## src/rtl/mouse_pkg.sv

```systemverilog
// Shared constants for the PS/2 mouse packet decoder: FSM encoding, byte0 bit
// positions, default command/ACK bytes and the saturation values for overflowed axes.
package mouse_pkg;

  localparam logic [2:0] ST_INIT     = 3'd0;
  localparam logic [2:0] ST_WAIT_TX  = 3'd1;
  localparam logic [2:0] ST_WAIT_ACK = 3'd2;
  localparam logic [2:0] ST_PKT1     = 3'd3;
  localparam logic [2:0] ST_PKT2     = 3'd4;
  localparam logic [2:0] ST_PKT3     = 3'd5;
  localparam logic [2:0] ST_DONE     = 3'd6;

  localparam int B0_BTN_L = 0;
  localparam int B0_BTN_R = 1;
  localparam int B0_BTN_M = 2;
  localparam int B0_SYNC  = 3;
  localparam int B0_X_SGN = 4;
  localparam int B0_Y_SGN = 5;
  localparam int B0_X_OVF = 6;
  localparam int B0_Y_OVF = 7;

  localparam logic [7:0] DEF_INIT_CMD = 8'hF4;
  localparam logic [7:0] DEF_ACK_BYTE = 8'hFA;

  localparam logic [8:0] SAT_POS = 9'h0FF;
  localparam logic [8:0] SAT_NEG = 9'h100;

  // An overflowed axis clamps to the extreme of its sign instead of wrapping.
  function automatic logic [8:0] axis_delta(input logic sgn, input logic ovf,
                                            input logic [7:0] mag);
    if (ovf) return sgn ? SAT_NEG : SAT_POS;
    return {sgn, mag};
  endfunction

endpackage

```

## src/rtl/ps2_timeout_counter.sv

```systemverilog
// Cycle counter for the ACK-wait and inter-byte timeouts; expired is asserted
// while enabled and the count sits at TIMEOUT_CYCLES-1.
module ps2_timeout_counter #(
  parameter int TO_W           = 22,
  parameter int TIMEOUT_CYCLES = 2_500_000
) (
  input  logic clk,
  input  logic reset,
  input  logic clear,
  input  logic enable,
  output logic expired
);

  localparam logic [TO_W-1:0] TERM = TO_W'(TIMEOUT_CYCLES - 1);

  logic [TO_W-1:0] cnt_q;
  logic [TO_W-1:0] cnt_d;

  always_comb begin
    cnt_d = cnt_q;
    if (clear) begin
      cnt_d = '0;
    end else if (enable && (cnt_q != TERM)) begin
      cnt_d = cnt_q + TO_W'(1);
    end
  end

  always_ff @(posedge clk) begin
    if (reset) begin
      cnt_q <= '0;
    end else begin
      cnt_q <= cnt_d;
    end
  end

  assign expired = enable && (cnt_q == TERM);

endmodule

```

## src/rtl/mouse_packet_decoder.sv

```systemverilog
// PS/2 mouse front end: enables streaming (0xF4/ACK), assembles 3-byte packets and
// emits signed deltas plus buttons. Define MOUSE_PKT_SYNC_EN to drop byte0 candidates with bit3 clear.
module mouse_packet_decoder
  import mouse_pkg::*;
#(
  parameter logic [7:0] INIT_CMD       = DEF_INIT_CMD,
  parameter logic [7:0] ACK_BYTE       = DEF_ACK_BYTE,
  parameter int         TIMEOUT_CYCLES = 2_500_000,
  parameter int         TO_W           = 22
) (
  input  logic       clk,
  input  logic       reset,
  input  logic [7:0] rx_data,
  input  logic       rx_done_tick,
  input  logic       tx_done_tick,
  output logic       wr_ps2,
  output logic [7:0] tx_data,
  output logic [8:0] xm,
  output logic [8:0] ym,
  output logic       btnl,
  output logic       btnr,
  output logic       btnm,
  output logic       m_done_tick,
  output logic       init_done,
  output logic [2:0] dbg_state
);

  logic [2:0] state_q, state_d;
  logic       init_done_q, init_done_d;
  logic [7:0] b0_q, b0_d;
  logic [7:0] b1_q, b1_d;
  logic [8:0] xm_q, xm_d;
  logic [8:0] ym_q, ym_d;
  logic [2:0] btn_q, btn_d;
  logic       byte0_ok;
  logic       to_clear;
  logic       to_enable;
  logic       to_expired;

`ifdef MOUSE_PKT_SYNC_EN
  assign byte0_ok = rx_data[B0_SYNC];
`else
  assign byte0_ok = 1'b1;
`endif

  // Timeouts only apply while a response or the rest of a packet is owed;
  // idle time between packets is unbounded.
  assign to_enable = (state_q == ST_WAIT_ACK) || (state_q == ST_PKT2) ||
                     (state_q == ST_PKT3);
  assign to_clear  = (state_d != state_q);

  ps2_timeout_counter #(
    .TO_W           (TO_W),
    .TIMEOUT_CYCLES (TIMEOUT_CYCLES)
  ) u_timeout (
    .clk     (clk),
    .reset   (reset),
    .clear   (to_clear),
    .enable  (to_enable),
    .expired (to_expired)
  );

  // A byte arriving on the timeout cycle takes priority over the timeout.
  always_comb begin
    state_d     = state_q;
    init_done_d = init_done_q;
    b0_d        = b0_q;
    b1_d        = b1_q;
    xm_d        = xm_q;
    ym_d        = ym_q;
    btn_d       = btn_q;
    case (state_q)
      ST_INIT:     state_d = ST_WAIT_TX;
      ST_WAIT_TX:  if (tx_done_tick) state_d = ST_WAIT_ACK;
      ST_WAIT_ACK: begin
        if (rx_done_tick && (rx_data == ACK_BYTE)) begin
          state_d     = ST_PKT1;
          init_done_d = 1'b1;
        end else if (to_expired) begin
          state_d = ST_INIT;
        end
      end
      ST_PKT1: begin
        if (rx_done_tick && byte0_ok) begin
          b0_d    = rx_data;
          state_d = ST_PKT2;
        end
      end
      ST_PKT2: begin
        if (rx_done_tick) begin
          b1_d    = rx_data;
          state_d = ST_PKT3;
        end else if (to_expired) begin
          state_d = ST_PKT1;
        end
      end
      ST_PKT3: begin
        if (rx_done_tick) begin
          xm_d    = axis_delta(b0_q[B0_X_SGN], b0_q[B0_X_OVF], b1_q);
          ym_d    = axis_delta(b0_q[B0_Y_SGN], b0_q[B0_Y_OVF], rx_data);
          btn_d   = {b0_q[B0_BTN_M], b0_q[B0_BTN_R], b0_q[B0_BTN_L]};
          state_d = ST_DONE;
        end else if (to_expired) begin
          state_d = ST_PKT1;
        end
      end
      ST_DONE:     state_d = ST_PKT1;
      default:     state_d = ST_INIT;
    endcase
  end

  always_ff @(posedge clk) begin
    if (reset) begin
      state_q     <= ST_INIT;
      init_done_q <= 1'b0;
      b0_q        <= '0;
      b1_q        <= '0;
      xm_q        <= '0;
      ym_q        <= '0;
      btn_q       <= '0;
    end else begin
      state_q     <= state_d;
      init_done_q <= init_done_d;
      b0_q        <= b0_d;
      b1_q        <= b1_d;
      xm_q        <= xm_d;
      ym_q        <= ym_d;
      btn_q       <= btn_d;
    end
  end

  // Outputs were loaded on the byte2 edge, so DONE is exactly the cycle they first show.
  assign wr_ps2      = (state_q == ST_INIT) && !reset;
  assign tx_data     = INIT_CMD;
  assign xm          = xm_q;
  assign ym          = ym_q;
  assign btnl        = btn_q[0];
  assign btnr        = btn_q[1];
  assign btnm        = btn_q[2];
  assign m_done_tick = (state_q == ST_DONE);
  assign init_done   = init_done_q;
  assign dbg_state   = state_q;

endmodule

```

## config.mk

```make
export PLATFORM = sky130hd
export DESIGN_NAME = mouse_packet_decoder
export DESIGN_NICKNAME = d
export VERILOG_FILES = /design/src/rtl/mouse_pkg.sv /design/src/rtl/ps2_timeout_counter.sv /design/src/rtl/mouse_packet_decoder.sv
export SDC_FILE = /design/constraint.sdc
export NUM_CORES = 1
export LEC_CHECK = 0
export ABC_AREA = 1
export BUFFER_PORTS_ARGS = -buffer_cell sky130_fd_sc_hd__buf_2
export CAP_MARGIN = 20
export CORE_MARGIN = 3
export CORE_UTILIZATION = 40
export DETAILED_ROUTE_END_ITERATION = 8
export MAX_ROUTING_LAYER = met4
export PLACE_DENSITY = 0.63
export SYNTH_ARGS = -nofsm -noshare
export SYNTH_HDL_FRONTEND = slang
export SYNTH_SLANG_ARGS = --single-unit
```

## constraint.sdc

```tcl
create_clock -name clk -period 2.6 [get_ports clk]
set_clock_uncertainty 0.15 [all_clocks]
set_input_delay 0 -clock clk [delete_from_list [all_inputs] [get_ports clk]]
set_output_delay 0 -clock clk [all_outputs]
set_load 0.03 [all_outputs]
```

# Word-level counts from Yosys, hierarchy flattened
# Cells that the tools add are included.
word_totals:
  regBits: 63
  in_bits: 12
  out_inout_bits: 35
  wordCells: 52
op_classes:
  add_sub_neg: 1
  eq_ne: 10
  mux: 20
  n_reduce_logical: 13
op_table:
  columns: ["cell", "count"]
  rows:
  - ["two-way mux 9 bit", 6]
  - ["adder 22 x 1 -> 22 bit (second input constant)", 1]
  - ["== test 22 bit (second input constant)", 1]
  - ["inequality test 22 bit (second input constant)", 1]
  - ["two-way mux 3 bit", 7]
  - ["case mux 3 bit (7 select lines)", 1]
  - ["== test 3 bit (second input constant)", 3]
  - ["== test 8 bit (second input constant)", 1]
  - ["AND reduction 2 bit", 4]
  - ["== test 3 x 2 -> 1 bit (second input constant)", 2]
  - ["two-way mux 1 bit", 6]
  - ["logical AND 1 bit", 4]
  - ["== test 3 x 1 -> 1 bit (second input constant)", 1]
  - ["logical NOT 3 bit", 1]
  - ["inequality test 3 bit", 1]
  - ["logical OR 1 bit", 2]
  - ["OR reduction 2 bit", 1]
  - ["logical NOT 1 bit", 1]

# Logic depth before layout (Yosys ltp)
logic_depth:
  depth_word: 9
  mapped_depth: 14
  depth_no_buf: 13

# Hierarchy
# Synthesis repeated with hierarchy kept, for this count alone.
unflattened:
  hier_cells: 474
  area_unflattened_um2: 3209.3
by_module_without_submodules:
  columns: ["mod", "instances", "cells_per_inst", "area_per_inst_um2", "seq_area_each_um2"]
  rows:
  - ["mouse_packet_decoder", 1, 250, 1816.7, 800.8]
  - ["ps2_timeout_counter", 1, 224, 1392.6, 440.4]

# Least setup slack after synthesis
# No wires, ideal clock.
synth_timing:
  path_kind: "register -> register"
  startpoint: "reg state_q[0], in the netlist dbg_state[0]"
  endpoint: "reg u_timeout.cnt_q[17]"
  setup_time_ns: 0.119
  t_arrival_ns: 1.703
  required_time_ns: 2.331
  slack_ns: 0.629
  path_stages_with_launch: 13
  path_buffers: 1
  synth_period_minus_slack_ns: 1.971
  cell_sequence: "dfxtp_1 -> inv_2 -> nor3_4 -> nand2_2 -> nand2_2 -> nor2_2 -> nand3_1 -> nand2_1 -> nand2_1 -> inv_1 -> nand3_2 -> buf_6 -> nor2_2"
synth_via:
  elab_chain_cells: 9
  elab_cells_between_ends: 21
  cone_classes: "eq/ne: 7; mux: 8; reduce/logical: 6"
synth_lines:
  columns: ["element", "line", "source"]
  rows:
  - ["start: declaration", "mouse_packet_decoder.sv:28", "logic [2:0] state_q, state_d;"]
  - ["start signal: assignment", "mouse_packet_decoder.sv:122", "state_q <= state_d;"]
  - ["== test 3 x 2 -> 1 bit / == test 3 bit (equally long branches)", "mouse_packet_decoder.sv:48, mouse_packet_decoder.sv:72", null]
  - ["logical OR 1 bit (2 in series)", "mouse_packet_decoder.sv:48", "assign to_enable = (state_q == ST_WAIT_ACK) || (state_q == ST_PKT2) ||"]
  - ["logical AND 1 bit", "ps2_timeout_counter.sv:36", "assign expired = enable && (cnt_q == TERM);"]
  - ["two-way mux 3 bit (on tied branches)", "mouse_packet_decoder.sv:93, mouse_packet_decoder.sv:103, mouse_packet_decoder.sv:79", null]
  - ["two-way mux 3 bit (on tied branches)", "mouse_packet_decoder.sv:98, mouse_packet_decoder.sv:76, mouse_packet_decoder.sv:90", null]
  - ["case mux 3 bit (7 select lines)", "mouse_packet_decoder.sv:72", "case (state_q)"]
  - ["inequality test 3 bit", "mouse_packet_decoder.sv:50", "assign to_clear = (state_d != state_q);"]
  - ["OR reduction 2 bit (no line)", null, null]
  - ["end signal: assignment", "ps2_timeout_counter.sv:32", "cnt_q <= cnt_d;"]
  - ["end: declaration", "ps2_timeout_counter.sv:16", "logic [TO_W-1:0] cnt_q;"]
# Several ways; a longest one is shown, not always the timed one.
# A chain may end at the register's enable or synchronous reset.

# Final worst setup path
layout_timing:
  startpoint: "reg state_q[0], in the netlist dbg_state[0]"
  endpoint: "reg b0_q[0]"
layout_via:
  elab_chain_cells: 2
layout_lines:
  columns: ["element", "line", "source"]
  rows:
  - ["== test 3 x 2 -> 1 bit", "mouse_packet_decoder.sv:72", null]
  - ["AND reduction 2 bit (no line)", null, null]
  - ["end signal: assignment", "mouse_packet_decoder.sv:116", "b0_q <= '0;"]
  - ["end signal: assignment", "mouse_packet_decoder.sv:124", "b0_q <= b0_d;"]
  - ["end: declaration", "mouse_packet_decoder.sv:30", "logic [7:0] b0_q, b0_d;"]
# Every way passes these cells.

==> summary.md <==
| Metric | Value |
|---|---|
| Endpoints failing hold | `0` |
| Simple-gate share of the synthesized area | `31.45%` |
| Flop pwr share | `45.1%` |
| Int Pwr | `1625 µW` |
| Register area share after synthesis | `39.29%` |
| YS warnings | `0` |
| Grt ovf | `0` |
| Power Total | `2164 µW` |
| Max-Cap Viols | `0` |
| Hold Path Class | `reg2reg` |
| Kind of critical path | `reg2reg` |
| Mux cell area share after synthesis | `0%` |
| Clock buffer depth | `2` |
| Min Tclk post-route | `2.407 ns` |
| CP Buf/Inv Count | `3` |
| Worst-path cell chain | `inv_2 -> nor3_4 -> nand3_1 -> dlygate4sd3_1 -> a21oi_1 -> dlygate4sd3_1` |
| Post-synthesis compound-gate area fraction | `12.67%` |
| Clock Latency Late Sink | `0.34 ns` |
| Slew Limit Fails | `0` |
| Largest net degree at the start of global routing | `32` |
| Design area | `3802 µm²` |
| DP HPWL | `5048 µm` |
| Row cnt | `31` |
| Drt first pass iters | `4` |
| Yosys reg bits | `62` |
| Avg Inst Size Synth | `6.853 µm²` |
| Vias in the first global route | `2,791` |
| First-pass GRT wire length | `12,360 µm` |
| Die X | `94.87 µm` |
| Via density per instance | `4.833` |
| Max frequency | `415.5 MHz` |
| Die area | `9000 µm²` |
| CP delay by family, top | `buffers and inverters` |
| Crit path launch type | `flip-flop` |
| Final setup violation count | `0` |
| Post-synth cell types | `30` |
| WL per Instance | `11.82 µm` |
| Ports | `47` |
| Worst-path clk slew | `0.07 ns` |
| GRT Overall Usage | `17.73%` |
| CTS root buf | `clkbuf_8` |
| DRC viols | `0` |
| Area grow syn2layout | `20.36%` |
| Leakage dissipation | `0.001664 µW` |
| Most frequent cells in the layout | `72 x nor2_1, 68 x nand2_1, 61 x dfxtp_1` |
| Synth Area in Adders | `0.3960%` |
| Post-Route WL | `7302 µm` |
| Port buffer count | `38` |
| Initial antenna violation count | `0` |
| CTS sink cnt | `62` |
| Maximum vdd drop | `0.2953 mV` |
| DP Cell Count | `584` |
| Initial Utilization | `42.42%` |
| Syn Std Cell Area | `3159 µm²` |
| Maximum fanout along the worst path | `8` |
| Commonest non-fill, non-tap cell in the layout | `nor2_1` |
| Total inserted antenna cells | `0` |
| Mapped Cells | `461` |
| RSZ-0062 raised after global routing | `false` |
| TritonCTS clock tree | `yes` |
| Combinational share of power | `11.0%` |
| Final nets | `528` |
| Pwr Density | `569.0 nW/µm²` |
| Via count | `2,987` |
| Final non-filler cell total | `618` |
| Outcome | `finished clean` |
| Switching Fraction | `24.92%` |
| Remaining antenna violation count | `0` |
| Crit end category | `flip-flop` |
| Final setup TNS | `0 ns` |
| DP Area | `3396 µm²` |
| WP data required | `2.73 ns` |
| CTS H-tree lvls | `3` |
| DR iter-0 viols | `145` |
| Final GP Congestion | `0.9434` |
| Worst slew pin tran | `0.5598 ns` |
| Largest family of logic cells by synthesized area | `simple AND/OR/NAND/NOR gates` |
| Die H | `94.87 µm` |
| Most common cell on crit path | `dlygate4sd3_1` |
| CORE AREA | `7447 µm²` |
| Arrival time worst endpoint | `2.54 ns` |
| XOR/XNOR Fraction of Synth Area | `4.436%` |
| Rel. slew slack | `62.58%` |
| Post-route clock period utilization | `92.57%` |
| Crit-path max cell delay | `0.57 ns` |
| Layout cells sized above 1 | `19.08%` |
| Slowest CP cell | `dlygate4sd3_1` |
| Sw Pwr | `539.1 µW` |
| Total CTS buffers | `9` |
| Clock power share | `43.9%` |
## cell usage after synthesis, drive strengths merged
cell / instances / area [µm²]
a21oi: 24 / 120.1
o21ai: 53 / 265.3
ha: 1 / 12.51
dfxtp: 62 / 1241
nor2: 97 / 436.7
nand4: 7 / 43.79
and3: 1 / 6.260
clkinv: 1 / 3.750
nand2: 73 / 286.5
nor3: 11 / 66.32
xnor2: 5 / 43.79
conb: 2 / 7.510
inv: 60 / 225.2
nor4: 2 / 12.51
o211ai: 1 / 7.510
or2: 1 / 6.260
a211oi: 1 / 7.510
clkbuf: 7 / 26.28
xor2: 11 / 96.34
nand3: 25 / 135.1
buf: 16 / 108.9
## kinds of logic (layout without fill, tap and decap cells)
logic type | Yosys count | count (layout)
other cells | 2 | 8
simple gates | 217 | 217
xor+xnor | 16 | 16
fa+ha+maj | 1 | 1
flops | 62 | 62
buf+inv | 84 | 136
compound gates | 79 | 79
## through the flow
stage                     util [%]  setup WS, ns  hold WS, ns
after floorplan                  -        0.6287      0.01439
after global placement       45.60        0.4974       0.1604
after detailed placement     45.60        0.3644       0.1641
after CTS                    50.74        0.1351       0.3010
after global routing         51.06       0.01035       0.3142
final                        51.06        0.1933       0.2999
## sequential cells by signal, summed over array words and instances (netlist names)
| name | flops |
|---|---|
| u_timeout.cnt_q | 22 |
| ym | 9 |
| btn_q | 3 |
| xm | 9 |
| dbg_state | 3 |
| init_done | 1 |
| b1_q | 8 |
| b0_q | 7 |
## worst paths after layout
kind	start	endpoint	slack [ns]	depth (start not counted)
hold reg to reg	init_done	init_done	0.30	2
hold / removal	init_done	init_done	0.30	2
setup reg to reg	dbg_state[0]	b0_q[0]	0.19	6
setup / recovery	dbg_state[0]	b0_q[0]	0.19	6
## layout make-up
type                            instances  area (µm²)
Clock buffer                           12       155.1
Fill cell                             754        3645
Sequential cell                        62        1242
Inverter                               61       229.0
Multi-Input combinational cell        321        1577
Timing Repair Buffer                   60       407.9
Clock inverter                          3       67.56
Tap cell                               99       123.9
## worst register-to-register path, cell delays in order, from the launching register on
cell           delay, ns
dfxtp_1             0.46
inv_2               0.13
nor3_4              0.24
nand3_1             0.10
dlygate4sd3_1       0.57
a21oi_1             0.14
dlygate4sd3_1       0.56
## repair_timing
item	4_1_cts	5_1_grt
endpoints found under the hold margin	27	0
setup buffers	0	3
hold buffers	16	0
endpoints found under the setup margin	0	1
resized for setup	0	1
## layer usage
| metal | vias to the layer above | wire [µm] | GRT usage, % |
|---|---|---|---|
| met5 | - | 0 | - |
| met4 | 0 | 199 | 9.014 |
| met3 | 19 | 352 | 2.789 |
| met2 | 98 | 3178 | 27.19 |
| met1 | 1315 | 3572 | 22.59 |
| li1 | 1555 | - | - |
## power by group through the flow
stage	combinational [µW]	sequential [µW]	clock, µW
floorplan	168	1010	0
global placement	219	996	0
detailed placement	222	996	0
CTS	236	974	979
global route	263	976	1020
finish	239	975	950
No activity file was read; power rests on OpenSTA's default activity.
